## src/rtl/aib_sideband_handshake_pkg.sv

```systemverilog
// Shared types for the AIB sideband bring-up sequencer: FSM state and error code encodings.
package aib_sideband_handshake_pkg;

  typedef enum logic [2:0] {
    ST_IDLE     = 3'd0,
    ST_RST_WAIT = 3'd1,
    ST_RDY_WAIT = 3'd2,
    ST_LINK_UP  = 3'd3,
    ST_ERROR    = 3'd4
  } hs_state_e;

  typedef enum logic [1:0] {
    ERR_NONE        = 2'd0,
    ERR_RST_TIMEOUT = 2'd1,
    ERR_RDY_TIMEOUT = 2'd2,
    ERR_LINK_DROP   = 2'd3
  } hs_err_e;

endpackage

```

## src/rtl/aib_sideband_handshake_if.sv

```systemverilog
// Sideband bundle between the bring-up sequencer and its surroundings (CSRs, MAC, IO mapping).
interface aib_sideband_handshake_if;
  import aib_sideband_handshake_pkg::*;

  logic      c_chn_mst_mode;
  logic      c_hs_en;
  logic      i_mac_rdy;
  logic      i_fs_adapter_rstn;
  logic      i_fs_mac_rdy;
  logic      o_ns_adapter_rstn;
  logic      o_ns_mac_rdy;
  logic      o_link_up;
  hs_state_e o_state;
  hs_err_e   o_err_code;

  // master is the sequencer side; slave is the environment driving config and far-side pads
  modport master (
    input  c_chn_mst_mode, c_hs_en, i_mac_rdy, i_fs_adapter_rstn, i_fs_mac_rdy,
    output o_ns_adapter_rstn, o_ns_mac_rdy, o_link_up, o_state, o_err_code
  );

  modport slave (
    output c_chn_mst_mode, c_hs_en, i_mac_rdy, i_fs_adapter_rstn, i_fs_mac_rdy,
    input  o_ns_adapter_rstn, o_ns_mac_rdy, o_link_up, o_state, o_err_code
  );

endinterface

```

## src/rtl/aib_sideband_handshake_sb_filter.sv

```systemverilog
// Far-side sideband input conditioner: synchronizer chain followed by a debounce filter.
module aib_sideband_handshake_sb_filter #(
  parameter int SYNC_STAGES     = 2,
  parameter int DEBOUNCE_CYCLES = 16
) (
  input  logic i_clk,
  input  logic i_rst,
  input  logic i_async,
  output logic o_filt
);

  localparam int CW = $clog2(DEBOUNCE_CYCLES + 1);

  logic [SYNC_STAGES-1:0] r_sync;
  logic [CW-1:0]          r_cnt;
  logic                   r_filt;
  logic                   w_synced;

  assign w_synced = r_sync[SYNC_STAGES-1];
  assign o_filt   = r_filt;

  always_ff @(posedge i_clk) begin
    if (i_rst) r_sync <= '0;
    else       r_sync <= {r_sync[SYNC_STAGES-2:0], i_async};
  end

  // Filtered value only flips after DEBOUNCE_CYCLES consecutive mismatching samples
  always_ff @(posedge i_clk) begin
    if (i_rst) begin
      r_cnt  <= '0;
      r_filt <= 1'b0;
    end else if (w_synced == r_filt) begin
      r_cnt <= '0;
    end else if (r_cnt == CW'(DEBOUNCE_CYCLES - 1)) begin
      r_filt <= w_synced;
      r_cnt  <= '0;
    end else begin
      r_cnt <= r_cnt + CW'(1);
    end
  end

endmodule

```

## src/rtl/aib_sideband_handshake.sv

```systemverilog
// Per-channel AIB link bring-up sequencer: filters far-side sideband, sequences reset release
// and MAC-ready, declares link-up and reports timeouts and link drops.
module aib_sideband_handshake
  import aib_sideband_handshake_pkg::*;
#(
  parameter int SYNC_STAGES     = 2,
  parameter int DEBOUNCE_CYCLES = 16,
  parameter int TIMEOUT_CYCLES  = 65535
) (
  input  logic                            i_clk,
  input  logic                            i_rst,
  aib_sideband_handshake_if.master        sb
);

  localparam int TW = $clog2(TIMEOUT_CYCLES);

  hs_state_e     r_state;
  hs_err_e       r_err;
  logic          r_ns_rstn;
  logic          r_ns_mac_rdy;
  logic          r_link_up;
  logic [TW-1:0] r_tmo_cnt;
  logic          w_fs_rstn_filt;
  logic          w_fs_mac_rdy_filt;
  logic          w_tmo_hit;

  aib_sideband_handshake_sb_filter #(
    .SYNC_STAGES    (SYNC_STAGES),
    .DEBOUNCE_CYCLES(DEBOUNCE_CYCLES)
  ) u_fs_rstn_filter (
    .i_clk  (i_clk),
    .i_rst  (i_rst),
    .i_async(sb.i_fs_adapter_rstn),
    .o_filt (w_fs_rstn_filt)
  );

  aib_sideband_handshake_sb_filter #(
    .SYNC_STAGES    (SYNC_STAGES),
    .DEBOUNCE_CYCLES(DEBOUNCE_CYCLES)
  ) u_fs_mac_rdy_filter (
    .i_clk  (i_clk),
    .i_rst  (i_rst),
    .i_async(sb.i_fs_mac_rdy),
    .o_filt (w_fs_mac_rdy_filt)
  );

  assign w_tmo_hit = (r_tmo_cnt == TW'(TIMEOUT_CYCLES - 1));

  assign sb.o_state           = r_state;
  assign sb.o_err_code        = r_err;
  assign sb.o_ns_adapter_rstn = r_ns_rstn;
  assign sb.o_ns_mac_rdy      = r_ns_mac_rdy;
  assign sb.o_link_up         = r_link_up;

  // Timeout counter defaults to zero and only advances while staying in a wait state
  always_ff @(posedge i_clk) begin
    if (i_rst || !sb.c_hs_en) begin
      r_state      <= ST_IDLE;
      r_err        <= ERR_NONE;
      r_ns_rstn    <= 1'b0;
      r_ns_mac_rdy <= 1'b0;
      r_link_up    <= 1'b0;
      r_tmo_cnt    <= '0;
    end else begin
      r_tmo_cnt <= '0;
      case (r_state)
        ST_IDLE: begin
          r_state   <= ST_RST_WAIT;
          r_ns_rstn <= sb.c_chn_mst_mode;
        end
        ST_RST_WAIT: begin
          if (w_fs_rstn_filt && r_ns_rstn) begin
            r_state <= ST_RDY_WAIT;
          end else if (w_tmo_hit) begin
            r_state   <= ST_ERROR;
            r_err     <= ERR_RST_TIMEOUT;
            r_ns_rstn <= 1'b0;
          end else begin
            if (sb.c_chn_mst_mode || w_fs_rstn_filt) r_ns_rstn <= 1'b1;
            r_tmo_cnt <= r_tmo_cnt + TW'(1);
          end
        end
        ST_RDY_WAIT: begin
          if (!w_fs_rstn_filt) begin
            r_state      <= ST_ERROR;
            r_err        <= ERR_LINK_DROP;
            r_ns_rstn    <= 1'b0;
            r_ns_mac_rdy <= 1'b0;
          end else if (w_fs_mac_rdy_filt && r_ns_mac_rdy) begin
            r_state      <= ST_LINK_UP;
            r_link_up    <= 1'b1;
            r_ns_mac_rdy <= sb.i_mac_rdy;
          end else if (w_tmo_hit) begin
            r_state      <= ST_ERROR;
            r_err        <= ERR_RDY_TIMEOUT;
            r_ns_rstn    <= 1'b0;
            r_ns_mac_rdy <= 1'b0;
          end else begin
            r_ns_mac_rdy <= sb.i_mac_rdy;
            r_tmo_cnt    <= r_tmo_cnt + TW'(1);
          end
        end
        ST_LINK_UP: begin
          if (!w_fs_rstn_filt || !w_fs_mac_rdy_filt || !sb.i_mac_rdy) begin
            r_state      <= ST_ERROR;
            r_err        <= ERR_LINK_DROP;
            r_ns_rstn    <= 1'b0;
            r_ns_mac_rdy <= 1'b0;
            r_link_up    <= 1'b0;
          end
        end
        ST_ERROR: begin
          r_state <= ST_ERROR;
        end
        default: begin
          r_state      <= ST_IDLE;
          r_err        <= ERR_NONE;
          r_ns_rstn    <= 1'b0;
          r_ns_mac_rdy <= 1'b0;
          r_link_up    <= 1'b0;
        end
      endcase
    end
  end

endmodule

```

## src/flat_wrapper.sv

```systemverilog
// flat-port wrapper written by rule: the top's interface ports become plain ports
module aib_sideband_handshake_flat import aib_sideband_handshake_pkg::*;
#(
  parameter int SYNC_STAGES     = 2,
  parameter int DEBOUNCE_CYCLES = 16,
  parameter int TIMEOUT_CYCLES  = 65535
)
  (i_clk, i_rst, sb_c_chn_mst_mode, sb_c_hs_en, sb_i_mac_rdy, sb_i_fs_adapter_rstn, sb_i_fs_mac_rdy, sb_o_ns_adapter_rstn, sb_o_ns_mac_rdy, sb_o_link_up, sb_o_state, sb_o_err_code);
  aib_sideband_handshake_if sb_i ();
  input  logic i_clk;
  input  logic i_rst;
  input wire logic [$bits(sb_i.c_chn_mst_mode)-1:0] sb_c_chn_mst_mode;
  input wire logic [$bits(sb_i.c_hs_en)-1:0] sb_c_hs_en;
  input wire logic [$bits(sb_i.i_mac_rdy)-1:0] sb_i_mac_rdy;
  input wire logic [$bits(sb_i.i_fs_adapter_rstn)-1:0] sb_i_fs_adapter_rstn;
  input wire logic [$bits(sb_i.i_fs_mac_rdy)-1:0] sb_i_fs_mac_rdy;
  output wire logic [$bits(sb_i.o_ns_adapter_rstn)-1:0] sb_o_ns_adapter_rstn;
  output wire logic [$bits(sb_i.o_ns_mac_rdy)-1:0] sb_o_ns_mac_rdy;
  output wire logic [$bits(sb_i.o_link_up)-1:0] sb_o_link_up;
  output wire logic [$bits(sb_i.o_state)-1:0] sb_o_state;
  output wire logic [$bits(sb_i.o_err_code)-1:0] sb_o_err_code;
  assign sb_i.c_chn_mst_mode = sb_c_chn_mst_mode;
  assign sb_i.c_hs_en = sb_c_hs_en;
  assign sb_i.i_mac_rdy = sb_i_mac_rdy;
  assign sb_i.i_fs_adapter_rstn = sb_i_fs_adapter_rstn;
  assign sb_i.i_fs_mac_rdy = sb_i_fs_mac_rdy;
  assign sb_o_ns_adapter_rstn = sb_i.o_ns_adapter_rstn;
  assign sb_o_ns_mac_rdy = sb_i.o_ns_mac_rdy;
  assign sb_o_link_up = sb_i.o_link_up;
  assign sb_o_state = sb_i.o_state;
  assign sb_o_err_code = sb_i.o_err_code;
  aib_sideband_handshake #(.SYNC_STAGES(SYNC_STAGES), .DEBOUNCE_CYCLES(DEBOUNCE_CYCLES), .TIMEOUT_CYCLES(TIMEOUT_CYCLES)) u_core (.i_clk(i_clk), .i_rst(i_rst), .sb(sb_i));
endmodule
```

## config.mk

```make
export PLATFORM = sky130hd
export DESIGN_NAME = aib_sideband_handshake_flat
export DESIGN_NICKNAME = d
export VERILOG_FILES = /design/src/rtl/aib_sideband_handshake_pkg.sv /design/src/rtl/aib_sideband_handshake_if.sv /design/src/rtl/aib_sideband_handshake_sb_filter.sv /design/src/rtl/aib_sideband_handshake.sv /design/src/flat_wrapper.sv
export SDC_FILE = /design/constraint.sdc
export NUM_CORES = 1
export LEC_CHECK = 0
export CORE_ASPECT_RATIO = 1.1
export CORE_MARGIN = 2
export CORE_UTILIZATION = 64
export CTS_BUF_LIST = sky130_fd_sc_hd__clkbuf_8
export CTS_CLUSTER_DIAMETER = 30
export DETAILED_ROUTE_END_ITERATION = 8
export PLACE_DENSITY = 0.87
export REMOVE_ABC_BUFFERS = 1
export SLEW_MARGIN = 20
export SYNTH_ARGS = -nofsm -noshare
export SYNTH_HDL_FRONTEND = slang
export SYNTH_SLANG_ARGS = --single-unit
```

## constraint.sdc

```tcl
create_clock -name i_clk -period 4 [get_ports i_clk]
set_clock_uncertainty 0.1 [all_clocks]
set_input_delay 0.6 -clock i_clk [delete_from_list [all_inputs] [get_ports i_clk]]
set_output_delay 0.6 -clock i_clk [all_outputs]
set_load 0.005 [all_outputs]
```

==> run metrics, run 1 <==
Vias=1492; Crit. End Element=flop; Critical-path top delay cell=or4_1; CP required=4.13 ns; Core ar.=2728 µm²; initial antenna violation count=0; worst hold path type=flop to flop; Max Cap Violations=0; status=completed; syn avg cell area=8.926 µm²; Slew Limit Headroom=48.23%; Peak VDD IR=0.0002941 V; Die Height=59.67 µm; clock root buffer=clkbuf_8; clock buffer depth=2; share of cells above drive strength 1=7.339%; Post-DP HPWL=2628 µm; nets=230; CTS Buf Count=5; # hold bufs at CTS=0; Crit Reg-Reg Startpoint=u_core.r_tmo_cnt[1]; post-route cell area=2039 µm²; total power=0.6980 mW; reg2reg path depth=5; Register Area=800.8 µm²; drt pass-1 iters=4; pwr dens=342.2 nW/µm²; Die ar.=3258 µm²; critical path type=input port to flop; # rows=20; CTS resizes=0; fin crit share=60.94%; clk slew on worst S/H paths=0.08 ns; Final setup viols=0; unrepaired setup endpoints after global routing=false; drt total wl=3666 µm; number of remaining DRC errors=0; clk sinks=40; final core occ=74.77%; post-synthesis register bit count=40; worst-case hold path end point=u_core.u_fs_rstn_filter.r_cnt[0]; Antenna Nets Post-Route=0; htree depth=2; fmax=410.2 MHz; min Tclk post-route=2.438 ns; post-CTS setup buffers=0; area delta synth->final=13.12%; fin. max-slew vios=0; Port Buffers=14; critical path data arrival time=2.56 ns; ANT cells=0; area fraction in compound gates after synthesis=9.785%; Post-Synth Simple-Gate Area=27.00%; area of the multi-input gates=943.4 µm²; Syn Std Cell Area=1803 µm²; leakage power=0.7032 nW; Die W=54.61 µm; initial core utilization=66.10%; Worst-Skew Late Latency=0.30 ns; CP Max Fanout=16; Worst R2R Setup Slack=1.72 ns; vias in the first global route=1421; wire length of the first global-routing pass=6037 µm; Ports=15; Remaining Overflow, GRT=0; fill count=215; CP max stage delay=0.84 ns; worst slew pin tran=0.7694 ns; largest net degree at the start of global routing=17; Synth cell types=41; Yosys warnings=0; Via density=5.944; reg-to-reg endpoint=u_core.r_tmo_cnt[5]; XOR/XNOR Fraction of Synth Area=9.715%; startpoint types=input port; routed len/inst=14.61 µm; Hold WS=0.3487 ns; Routability Congestion=0.8348; Hold Path Cell Cnt=1; Final Hold Fails=0; CP Cell Sequence=clkdlybuf4s50_1, nand2b_1, or4_1, nor2_1; CTS tree=done; Placed Area=1952 µm²; Syn Inst Count=202; mux share of post-synthesis cell area=1.666%; Final TNS setup=0 ns; global-route usage over all layers=26.19%; HP Start=u_core.u_fs_rstn_filter.r_cnt[0]; adder-cell share of the synthesized area=4.164%; Seq/Total Area, Yosys=44.41%; main combinational cell family by area after synthesis=simple AND/OR/NAND/NOR gates; 1st-iter DRT viols=51
==> layer usage <==
layer  up-vias  global-route usage [%]  share of wire, %  wire length [µm]
met4         0                   15.00               1.7                64
li1        727                       -                 -                 -
met1       701                   29.44                39              1423
met2        59                   42.86                53              1929
met3         5                   8.000               6.8               249
met5         -                       0                 0                 0
==> how the worst max path moves through the flow <==
stage / startpoint / end / slack, ns / cells after the start
floorplan: u_core.r_tmo_cnt[7] / u_core.sb.o_ns_adapter_rstn / 2.15 / 5
global route: i_rst / u_core.r_tmo_cnt[7] / 1.47 / 4
detailed placement: i_rst / u_core.r_tmo_cnt[5] / 1.26 / 4
CTS: i_rst / u_core.r_tmo_cnt[5] / 1.57 / 4
global placement: i_rst / u_core.r_tmo_cnt[13] / 1.39 / 4
finish: i_rst / u_core.r_tmo_cnt[5] / 1.56 / 4
==> state kept, by name (all words and copies together) (netlist names) <==
signal / cells
u_core.r_tmo_cnt: 16
u_core.sb.o_err_code: 2
u_core.sb.o_link_up: 1
u_core.sb.o_ns_adapter_rstn: 1
u_core.sb.o_ns_mac_rdy: 1
u_core.sb.o_state: 3
u_core.u_fs_mac_rdy_filter.o_filt: 1
u_core.u_fs_mac_rdy_filter.r_cnt: 5
u_core.u_fs_mac_rdy_filter.r_sync: 2
u_core.u_fs_rstn_filter.o_filt: 1
u_core.u_fs_rstn_filter.r_cnt: 5
u_core.u_fs_rstn_filter.r_sync: 2
==> placed cells by master, fill, tap and decap left out, types with 2 or more instances in the layout <==
cell type	n
xor2_1	10
a211oi_1	4
nand2b_1	4
clkbuf_8	5
ha_1	6
mux2i_1	3
nand3_1	12
a21oi_1	8
o21ai_0	2
nor4_1	2
nor3_1	5
xnor2_1	10
or3_1	2
nor2_1	39
clkinv_2	2
nand2_1	7
and3_1	7
nor2b_1	4
inv_1	7
dfxtp_1	40
clkdlybuf4s50_1	14
nand4_1	5
==> cell type report <==
type	count	area share [%]
clock buffer	5	3.374
multi-input combinational	149	46.26
inverter	7	1.288
clock inverter	3	0.9202
sequential	40	39.26
tap	33	2.025
timing repair buffer	14	6.871
==> power breakdown <==
| part | switching [mW] | internal [mW] | leakage, nW | total, mW |
|---|---|---|---|---|
| Sequential | 0.00493 | 0.402 | 0.324 | 0.407 |
| Clock | 0.145 | 0.121 | 0.0479 | 0.267 |
| Combinational | 0.0111 | 0.0136 | 0.332 | 0.0247 |
==> logic make-up after synthesis <==
group / count (synthesis)
and+or+nand+nor: 96
DFF: 40
AOI/OAI and AO/OA: 24
xor gates and xnor gates: 20
buffers and inverters: 13
adders and majority gates: 6
muxes: 3
==> Yosys cell counts <==
master,count,area [µm²]
xnor2_1,10,87.58
and4_2,1,10.01
mux2i_1,3,30.03
or4_1,1,7.510
nand3_1,12,60.06
o21a_1,1,7.510
nor4_1,2,12.51
buf_4,2,15.01
nand2b_1,4,25.02
nand2_1,7,26.28
ha_1,6,75.07
nand4_2,1,12.51
or3_1,2,12.51
o22a_1,1,8.760
a211oi_1,4,30.03
o21ai_1,1,5.000
o31ai_1,1,7.510
nand3_2,1,10.01
a21oi_1,8,40.04
xor2_1,10,87.58
nor3b_1,1,7.510
clkbuf_1,2,7.510
a31o_2,1,8.760
nor2_1,39,146.4
o41a_1,1,11.26
inv_1,7,26.28
or2_2,1,6.260
dfxtp_1,40,800.8
a211oi_4,1,20.02
a21oi_2,1,8.760
nor3_1,5,25.02
nor2b_1,4,25.02
and2_1,1,6.260
o211a_1,1,10.01
buf_2,2,10.01
o21ai_0,2,10.01
o41ai_1,1,8.760
nand3b_1,1,7.510
nand4_1,5,31.28
or4_4,1,11.26
and3_1,7,43.79
==> stage by stage <==
step	cells	setup slack, ns
after global routing	251	1.469
after floorplan	196	2.148
after detailed placement	243	1.258
final	251	1.562
after CTS	251	1.571
after global placement	243	1.390
==> critical path: cells and delay by family <==
family                 cells  cell delay (ns)
buffers and inverters      1             0.55
and+or+nand+nor            3             1.41
(Power assumes the default switching activity.)
==> run 2, diff against run 1 <==
Settings changed: CORE_UTILIZATION 64 to 59, PLACE_DENSITY 0.87 to 0.81.
Clock period 4 ns to 2.4 ns, I/O delays scaled along.
==> run 2 against run 1 <==
  * Sequential share of layout area is 1.1 points lower
  * Non-clock buffer count increased by 4
  * Wire length down 6.8%
  * Utilization down 4.1 points
  * Sequential power increased by 67%
  * First-iteration DRC count up 49%
  * Sequential cell count did not move
  * Hold slack better by 0.0033 ns
  * Global-route usage fell by 4.7 points
  * Register-to-register slack lost 1.4 ns
  * Combinational power rose by 76%
  * Count of clock-buffer cells in the layout stayed put
  * Largest power group unchanged
  * Highest routed layer unchanged
==> run metrics, run 2 (synthesized netlist as in run 1, its figures left out) <==
status=completed; htree depth=2 (unchanged); CP Max Fanout=16 (unchanged); leakage power=0.7338 nW (+4.4%); Antenna Nets Post-Route=0 (unchanged); Critical-path top delay cell=or4_1; CTS Buf Count=5 (unchanged); clock root buffer=clkbuf_8; 1st-iter DRT viols=76 (+49%); max FFs per register=16 (unchanged); final instance count without filler cells=256 (+2.0%); largest register by flop count=u_core.r_tmo_cnt; Post-DP HPWL=2552 µm (-2.9%); clk slew on worst S/H paths=0.08 ns (about the same); Ports=15 (unchanged); Peak VDD IR=0.0005922 V (+100%); unrepaired setup endpoints after global routing=false; area delta synth->final=16.45%; min Tclk post-route=2.044 ns; critical path type=flop to flop; drt pass-1 iters=4 (unchanged); Final setup viols=0 (unchanged); post-CTS setup buffers=0 (unchanged); Max Cap Violations=0 (unchanged); Vias=1478 (-0.94%); Die W=56.71 µm (+3.8%); Via density=5.773 (-2.9%); worst hold path type=flop to flop; share of cells above drive strength 1=9.009% (+1.7 points); clk sinks=40 (unchanged); pwr dens=607.1 nW/µm² (+77%); drt total wl=3418 µm (-6.8%); startpoint types=flop; # rows=21 (+5.0%); most common cell after layout, fill and taps aside=dfxtp_1; CP Cell Sequence=nand2_1, nor3b_1, a21oi_1, or4_1, nor2_1; biggest regs=u_core.r_tmo_cnt x16, u_core.u_fs_mac_rdy_filter.r_cnt x5, u_core.u_fs_rstn_filter.r_cnt x5; routed len/inst=13.35 µm (-8.6%); Crit. End Element=flop; ANT cells=0 (unchanged); wire length of the first global-routing pass=5720 µm (-5.3%); Slew Limit Headroom=63.55% (+15 points); CTS resizes=0 (unchanged); CP required=2.52 ns (-1.61 ns); dpl cells=248 (+2.1%); fin crit share=85.16%; fill count=230 (+7.0%); CP max stage delay=0.71 ns (-0.13 ns); Final TNS setup=0 ns (unchanged); commonest cells after routing, fill and taps aside=dfxtp_1 (40), nor2_1 (39), clkdlybuf4s50_1 (14); nets=234 (+1.7%); # hold bufs at CTS=0 (unchanged); Final Hold Fails=0 (unchanged); CTS tree=done; global-route usage over all layers=21.52% (-4.7 points); Die ar.=3515 µm² (+7.9%); largest net degree at the start of global routing=17 (unchanged); Port Buffers=14 (unchanged); Routability Congestion=0.9008 (+7.9%); Die Height=61.98 µm (+3.9%); critical path data arrival time=2.17 ns (-0.39 ns); Remaining Overflow, GRT=0 (unchanged); fin. max-slew vios=0 (unchanged); initial antenna violation count=0 (unchanged); fmax=489.3 MHz; Worst-Skew Late Latency=0.30 ns (about the same); initial core utilization=60.72% (-5.4 points); vias in the first global route=1358 (-4.4%); total power=1.275 mW (+83%); worst slew pin tran=0.5467 ns (-0.2227 ns); clock buffer depth=2 (unchanged); Hold WS=0.3519 ns (+0.003274 ns); number of remaining DRC errors=0 (unchanged); Core ar.=2969 µm² (+8.9%)
run 2: changes by cell type in the layout (fill, tap and decap cells not counted):
cell,previous run,this run
buf_4,0,4
bufinv_16,0,1
clkinv_4,1,2
clkinv_2,2,0
run 2: final cells by class:
class / count / area [µm²] / area share, %
multi-input cells: 149 / 943.4 / 44.93
flip-flops and latches: 40 / 800.8 / 38.14
repair buffers: 18 / 170.2 / 8.105
clock buffers: 5 / 68.82 / 3.278
clock inverters: 3 / 47.55 / 2.265
well taps: 34 / 42.54 / 2.026
inverters: 7 / 26.28 / 1.251
run 2: final timing paths:
kind,end,from,depth (start not counted),slack (ns)
max reg2reg,u_core.r_tmo_cnt[1],u_core.u_fs_rstn_filter.o_filt,5,0.36
min reg2reg,u_core.u_fs_mac_rdy_filter.r_sync[1],u_core.u_fs_mac_rdy_filter.r_sync[0],1,0.35
min,u_core.u_fs_mac_rdy_filter.r_sync[1],u_core.u_fs_mac_rdy_filter.r_sync[0],1,0.35
max,u_core.r_tmo_cnt[1],u_core.u_fs_rstn_filter.o_filt,5,0.36
run 2: critical path, delay by kind of cell (launching register included):
kind | cells | cell delay, ns
DFF | 1 | 0.53
AOI/OAI and AO/OA | 1 | 0.05
and+or+nand+nor | 4 | 1.29
run 2: metal layers:
metal,wire length (µm),track usage (%),share of wire [%],up-vias
met5,0,0,0,-
met4,76,10.88,2.2,0
met3,170,7.453,5.0,7
met2,1758,39.04,51,44
met1,1413,22.65,41,689
li1,-,-,-,738
run 2: power by group:
part,leakage (nW),internal [mW],switching (mW)
Sequential,0.324,0.670,0.00816
Combinational,0.352,0.0248,0.0186
Clock,0.0583,0.313,0.241
Total,0.734,1.01,0.267
run 2: metrics by stage:
step	util, %	instance area, µm²	worst slack [ns]
global route	70.71	2100	0.2109
floorplan	-	1770	0.5476
detailed placement	66.79	1983	0.2823
CTS	70.71	2100	0.3638
finish	70.71	2100	0.3561
global placement	66.79	1983	0.3339
==> run 3, diff against run 2 <==
Settings changed: SKIP_CTS_REPAIR_TIMING from default to 1.
==> results of run 3 <==
Final layout, timing and power as in run 2 (identical DEF).
==> variant 1, RTL diff (settings of run 2) <==
Reset style: asynchronous (`i_rst`), changed in 2 clocked blocks.
--- a/src/rtl/aib_sideband_handshake_sb_filter.sv
+++ b/src/rtl/aib_sideband_handshake_sb_filter.sv
@@ -19,13 +19,13 @@
   assign w_synced = r_sync[SYNC_STAGES-1];
   assign o_filt   = r_filt;
 
-  always_ff @(posedge i_clk) begin
+  always_ff @(posedge i_clk or posedge i_rst) begin
     if (i_rst) r_sync <= '0;
     else       r_sync <= {r_sync[SYNC_STAGES-2:0], i_async};
   end
 
   // Filtered value only flips after DEBOUNCE_CYCLES consecutive mismatching samples
-  always_ff @(posedge i_clk) begin
+  always_ff @(posedge i_clk or posedge i_rst) begin
     if (i_rst) begin
       r_cnt  <= '0;
       r_filt <= 1'b0;
Check against the original RTL: same outputs for any inputs over 10 cycles, from zero or initial values and one cycle with i_rst high; that may be too few to reach the edited logic, so the function may still have changed.
==> variant 1 against run 2 <==
- total power rose by 3.5%
- final area rose by 2.4%
- wire length rose by 7.8%
- critical path depth fell by 1
- synthesized area rose by 3.0%
- setup slack got worse by 0.027 ns
- sequential cell count did not move
- utilization rose by 0.43 points
- largest cell class unchanged
==> variant 1: results (changes against run 2) <==
| Metric | Value |
|---|---|
| Synth Area in XOR/XNOR | 8.96% (-0.75 points) |
| Async set-reset flop share out of synthesis | 40.0% (+40 points) |
| Top cells by count, synth | nor2_1, dfxtp_1, dfrtp_1 |
| Hold Path End | u_core.u_fs_mac_rdy_filter.r_sync[1]$_DFF_PP0_ |
| M1 WL | 1.48 mm (+4.5%) |
| Grt met1 use | 26.4% (+3.8 points) |
| Pleak | 0.825 nW (+12%) |
| R2r endpoint | u_core.sb.o_state[1]$_SDFFE_PP0P_ |
| Slew @ Worst Pin | 0.628 ns (+0.0815 ns) |
| Status | finished clean |
| CP Max Fanout | 8 (-8) |
| RR Startpoint | u_core.r_tmo_cnt[5]$_SDFF_PP0_ |
| Fillers | 248 (+7.8%) |
| Synth top area cells | dfxtp_1, dfrtp_1, nor2_1 |
| HPWL after DPL | 2.60 mm (+2.0%) |
| Met3 WL | 174 um (+2.4%) |
| Seq/Total Area, Yosys | 47.4% (+3.0 points) |
| R2r worst-path depth | 4 (-1) |
| First-pass GRT wire length | 6.27 mm (+9.5%) |
| Nets | 229 (-2.1%) |
| DRT iter0 DRCs | 68 (-11%) |
| Placed cell area | 2030 sq um (+2.6%) |
| Adder-cell area share of the yosys netlist | 2.70% (-1.5 points) |
| Met3 Resource Use GR | 5.80% (-1.7 points) |
| Post-synthesis compound-gate area fraction | 9.57% (-0.22 points) |
| Maximum vdd drop | 628 uV (+6.0%) |
| Met2 WL post-DR | 1.91 mm (+8.4%) |
variant 1: changes by cell type after synthesis, moves of 3 or more:
cell / before / now
o22ai_1: 0 / 3
inv_1: 7 / 10
mux2_2: 0 / 4
and2_1: 1 / 7
dfxtp_1: 40 / 24
nor2b_1: 4 / 1
and3_1: 7 / 3
nor2_1: 39 / 30
a211oi_1: 4 / 1
dfrtp_1: 0 / 16
o21ai_0: 2 / 8
variant 1: where the power goes:
part	internal (W)	switching (W)
clock	0.000313	0.000252
sequential	0.000681	0.0000134
combinational	0.0000308	0.0000283
variant 1: how the worst max path moves through the flow:
| stage | start | cells after the start | to |
|---|---|---|---|
| final | u_core.r_tmo_cnt[5]$_SDFF_PP0_ | 4 | u_core.sb.o_state[1]$_SDFFE_PP0P_ |
| after global routing | u_core.r_tmo_cnt[5]$_SDFF_PP0_ | 4 | u_core.sb.o_err_code[0]$_SDFFE_PP0P_ |
| after CTS | u_core.r_tmo_cnt[5]$_SDFF_PP0_ | 4 | u_core.sb.o_state[1]$_SDFFE_PP0P_ |
| after detailed placement | u_core.r_tmo_cnt[5]$_SDFF_PP0_ | 4 | u_core.sb.o_state[1]$_SDFFE_PP0P_ |
| after global placement | sb_c_chn_mst_mode | 5 | u_core.sb.o_ns_adapter_rstn$_SDFFE_PP0P_ |
| after floorplan | u_core.r_tmo_cnt[8]$_SDFF_PP0_ | 4 | u_core.sb.o_state[1]$_SDFFE_PP0P_ |
variant 1: cell type report:
| cell class | instances | area (sq um) | share of cell area (%) |
|---|---|---|---|
| Inverter | 10 | 37.5 | 1.75 |
| Tap cell | 34 | 42.5 | 1.98 |
| Clock buffer | 5 | 68.8 | 3.20 |
| Clock inverter | 3 | 46.3 | 2.15 |
| Timing Repair Buffer | 17 | 163 | 7.57 |
| Sequential cell | 40 | 881 | 41.0 |
| Multi-Input combinational cell | 144 | 911 | 42.4 |
variant 1: stage by stage:
| stage | utilization (%) | std cells | total power, W |
|---|---|---|---|
| 2_1_floorplan | - | 194 | 0.000740 |
| 3_3_place_gp | 67.3 | 245 | 0.000764 |
| 3_5_place_dp | 67.3 | 245 | 0.000768 |
| 4_1_cts | 71.1 | 253 | 0.00132 |
| 5_1_grt | 71.1 | 253 | 0.00136 |
| 6_report | 71.1 | 253 | 0.00132 |
variant 1: kinds of logic after synthesis:
logic type / count (synthesis)
AOI/OAI and AO/OA: 27
DFF: 40
adders and majority gates: 4
muxes: 5
buffers and inverters: 16
xor gates and xnor gates: 19
and+or+nand+nor: 89
variant 1: worst max-delay path, stage by stage (launching register included):
cell and delay (ns):
dfxtp_1 0.41, nand4_1 0.22, or4_1 0.72, a221o_1 0.36, and2_1 0.16
==> variant 2, RTL diff (config.mk and constraints of run 2) <==
Made on the original files. `DEBOUNCE_CYCLES` is set to 16 in 3 places; all go to 32.
--- a/src/rtl/aib_sideband_handshake_sb_filter.sv
+++ b/src/rtl/aib_sideband_handshake_sb_filter.sv
@@ -1,7 +1,7 @@
 // Far-side sideband input conditioner: synchronizer chain followed by a debounce filter.
 module aib_sideband_handshake_sb_filter #(
   parameter int SYNC_STAGES     = 2,
-  parameter int DEBOUNCE_CYCLES = 16
+  parameter int DEBOUNCE_CYCLES = 32
 ) (
   input  logic i_clk,
   input  logic i_rst,
--- a/src/rtl/aib_sideband_handshake.sv
+++ b/src/rtl/aib_sideband_handshake.sv
@@ -4,7 +4,7 @@
   import aib_sideband_handshake_pkg::*;
 #(
   parameter int SYNC_STAGES     = 2,
-  parameter int DEBOUNCE_CYCLES = 16,
+  parameter int DEBOUNCE_CYCLES = 32,
   parameter int TIMEOUT_CYCLES  = 65535
 ) (
   input  logic                            i_clk,
--- a/src/flat_wrapper.sv
+++ b/src/flat_wrapper.sv
@@ -2,7 +2,7 @@
 module aib_sideband_handshake_flat import aib_sideband_handshake_pkg::*;
 #(
   parameter int SYNC_STAGES     = 2,
-  parameter int DEBOUNCE_CYCLES = 16,
+  parameter int DEBOUNCE_CYCLES = 32,
   parameter int TIMEOUT_CYCLES  = 65535
 )
   (i_clk, i_rst, sb_c_chn_mst_mode, sb_c_hs_en, sb_i_mac_rdy, sb_i_fs_adapter_rstn, sb_i_fs_mac_rdy, sb_o_ns_adapter_rstn, sb_o_ns_mac_rdy, sb_o_link_up, sb_o_state, sb_o_err_code);
Behaviour: no difference found for any inputs over 10 cycles, from zero or initial values and one cycle with i_rst high; that may be too few to reach the edited logic, so the function may still have changed.
==> variant 2 against run 2 <==
- setup slack better by 0.072 ns
- synthesized area rose by 4.5%
- die area increased by 4.2%
- clock power up 0.9%
- wire length up 2.3%
- sequential cell count up 2
- synthesized cell count grew 5.9%
- total power is 2.8% higher
- count of clock-buffer cells in the layout unchanged
- combinational power decreased by 5.1%
- critical path depth rose by 2
- final area is 2.3% higher
- highest routed layer unchanged
- hold slack got worse by 0.012 ns
==> variant 2: results (changes against run 2) <==
| Metric | Value |
|---|---|
| Status | finished clean |
| Pleak | 0.748 nW (+1.9%) |
| Sequential share of power | 54.2% (+1.0 points) |
| Gp weighted congestion | 0.824 (-8.5%) |
| Clock Power Share | 42.7% (-0.7 points) |
| Placed cell count | 254 (+2.4%) |
| Worst-path cell with the longest stage delay | nor4_4 |
| Max incr delay on CP | 0.45 ns (-0.26 ns) |
| Async set-reset flop share out of synthesis | 0% (unchanged) |
| Maximum vdd drop | 556 uV (-6.1%) |
| R2r worst-path depth | 7 (+2) |
| RR Startpoint | u_core.r_tmo_cnt[0]$_SDFF_PP0_ |
| Cell-internal power | 0.00103 W (+2.6%) |
| Crit path to | u_core.sb.o_err_code[0]$_SDFFE_PP0P_ |
| Nets | 238 (+1.7%) |
| Layout cells sized above 1 | 6.58% (-2.4 points) |
| Largest registers | u_core.r_tmo_cnt: 16 flops, u_core.u_fs_mac_rdy_filter.r_cnt: 6 flops, u_core.u_fs_rstn_filter.r_cnt: 6 flops |
| Top cells by count, synth | dfxtp_1, nor2_1, xor2_1 |
| Setup slack after placement | 0.395 ns (+0.113 ns) |
| HPWL after DPL | 2.47 mm (-3.3%) |
| Synth top area cells | dfxtp_1, xor2_1, nor2_1 |
| Hold wc startpoint | u_core.u_fs_rstn_filter.r_sync[0]$_SDFF_PP0_ |
| Via density per instance | 5.68 (-1.7%) |
| CP Max Fanout | 9 (-7) |
| Family with the most delay on the worst path | compound AO/OA/AOI/OAI gates |
| Placed cell area | 2030 sq um (+2.6%) |
| Wire per inst | 13.4 um (about the same) |
| Seq/Total Area, Yosys | 44.6% (+0.21 points) |
| Reg2Reg Setup Slack | 0.43 ns (+0.07 ns) |
| Slew @ Worst Pin | 0.476 ns (-0.0708 ns) |
| Seq. pwr | 0.000710 W (+4.7%) |
| Final wirelength | 3.50 mm (+2.3%) |
| First-pass GRT wire length | 6.10 mm (+6.6%) |
| Hold Slack | 0.340 ns (-0.0117 ns) |
| Post-Synthesis Cells | 214 (+5.9%) |
variant 2: routing by layer:
metal / track usage [%] / part of all wire (%)
met5: 0 / 0
met3: 6.16 / 4.8
met4: 11.3 / 2.2
met1: 24.6 / 42
met2: 36.9 / 51
variant 2: cell families (layout without fill, tap and decap cells):
kind of cell / after synthesis / count (layout) / share of synthesized area, %
AND/OR/NAND/NOR: 106 / 106 / 28.8
flip-flops: 42 / 42 / 44.6
XOR/XNOR: 24 / 24 / 11.2
AO/OA/AOI/OAI: 21 / 21 / 8.30
buffers and inverters: 14 / 28 / 2.92
adder cells (fa/ha/maj): 4 / 4 / 2.66
multiplexers: 3 / 3 / 1.59
variant 2: final cells by class:
type	instances	area [sq um]
Inverter	6	22.5
Sequential cell	42	841
Timing Repair Buffer	14	140
Multi-Input combinational cell	158	988
Fill cell	242	900
Tap cell	34	42.5
Clock buffer	5	68.8
Clock inverter	3	45.0
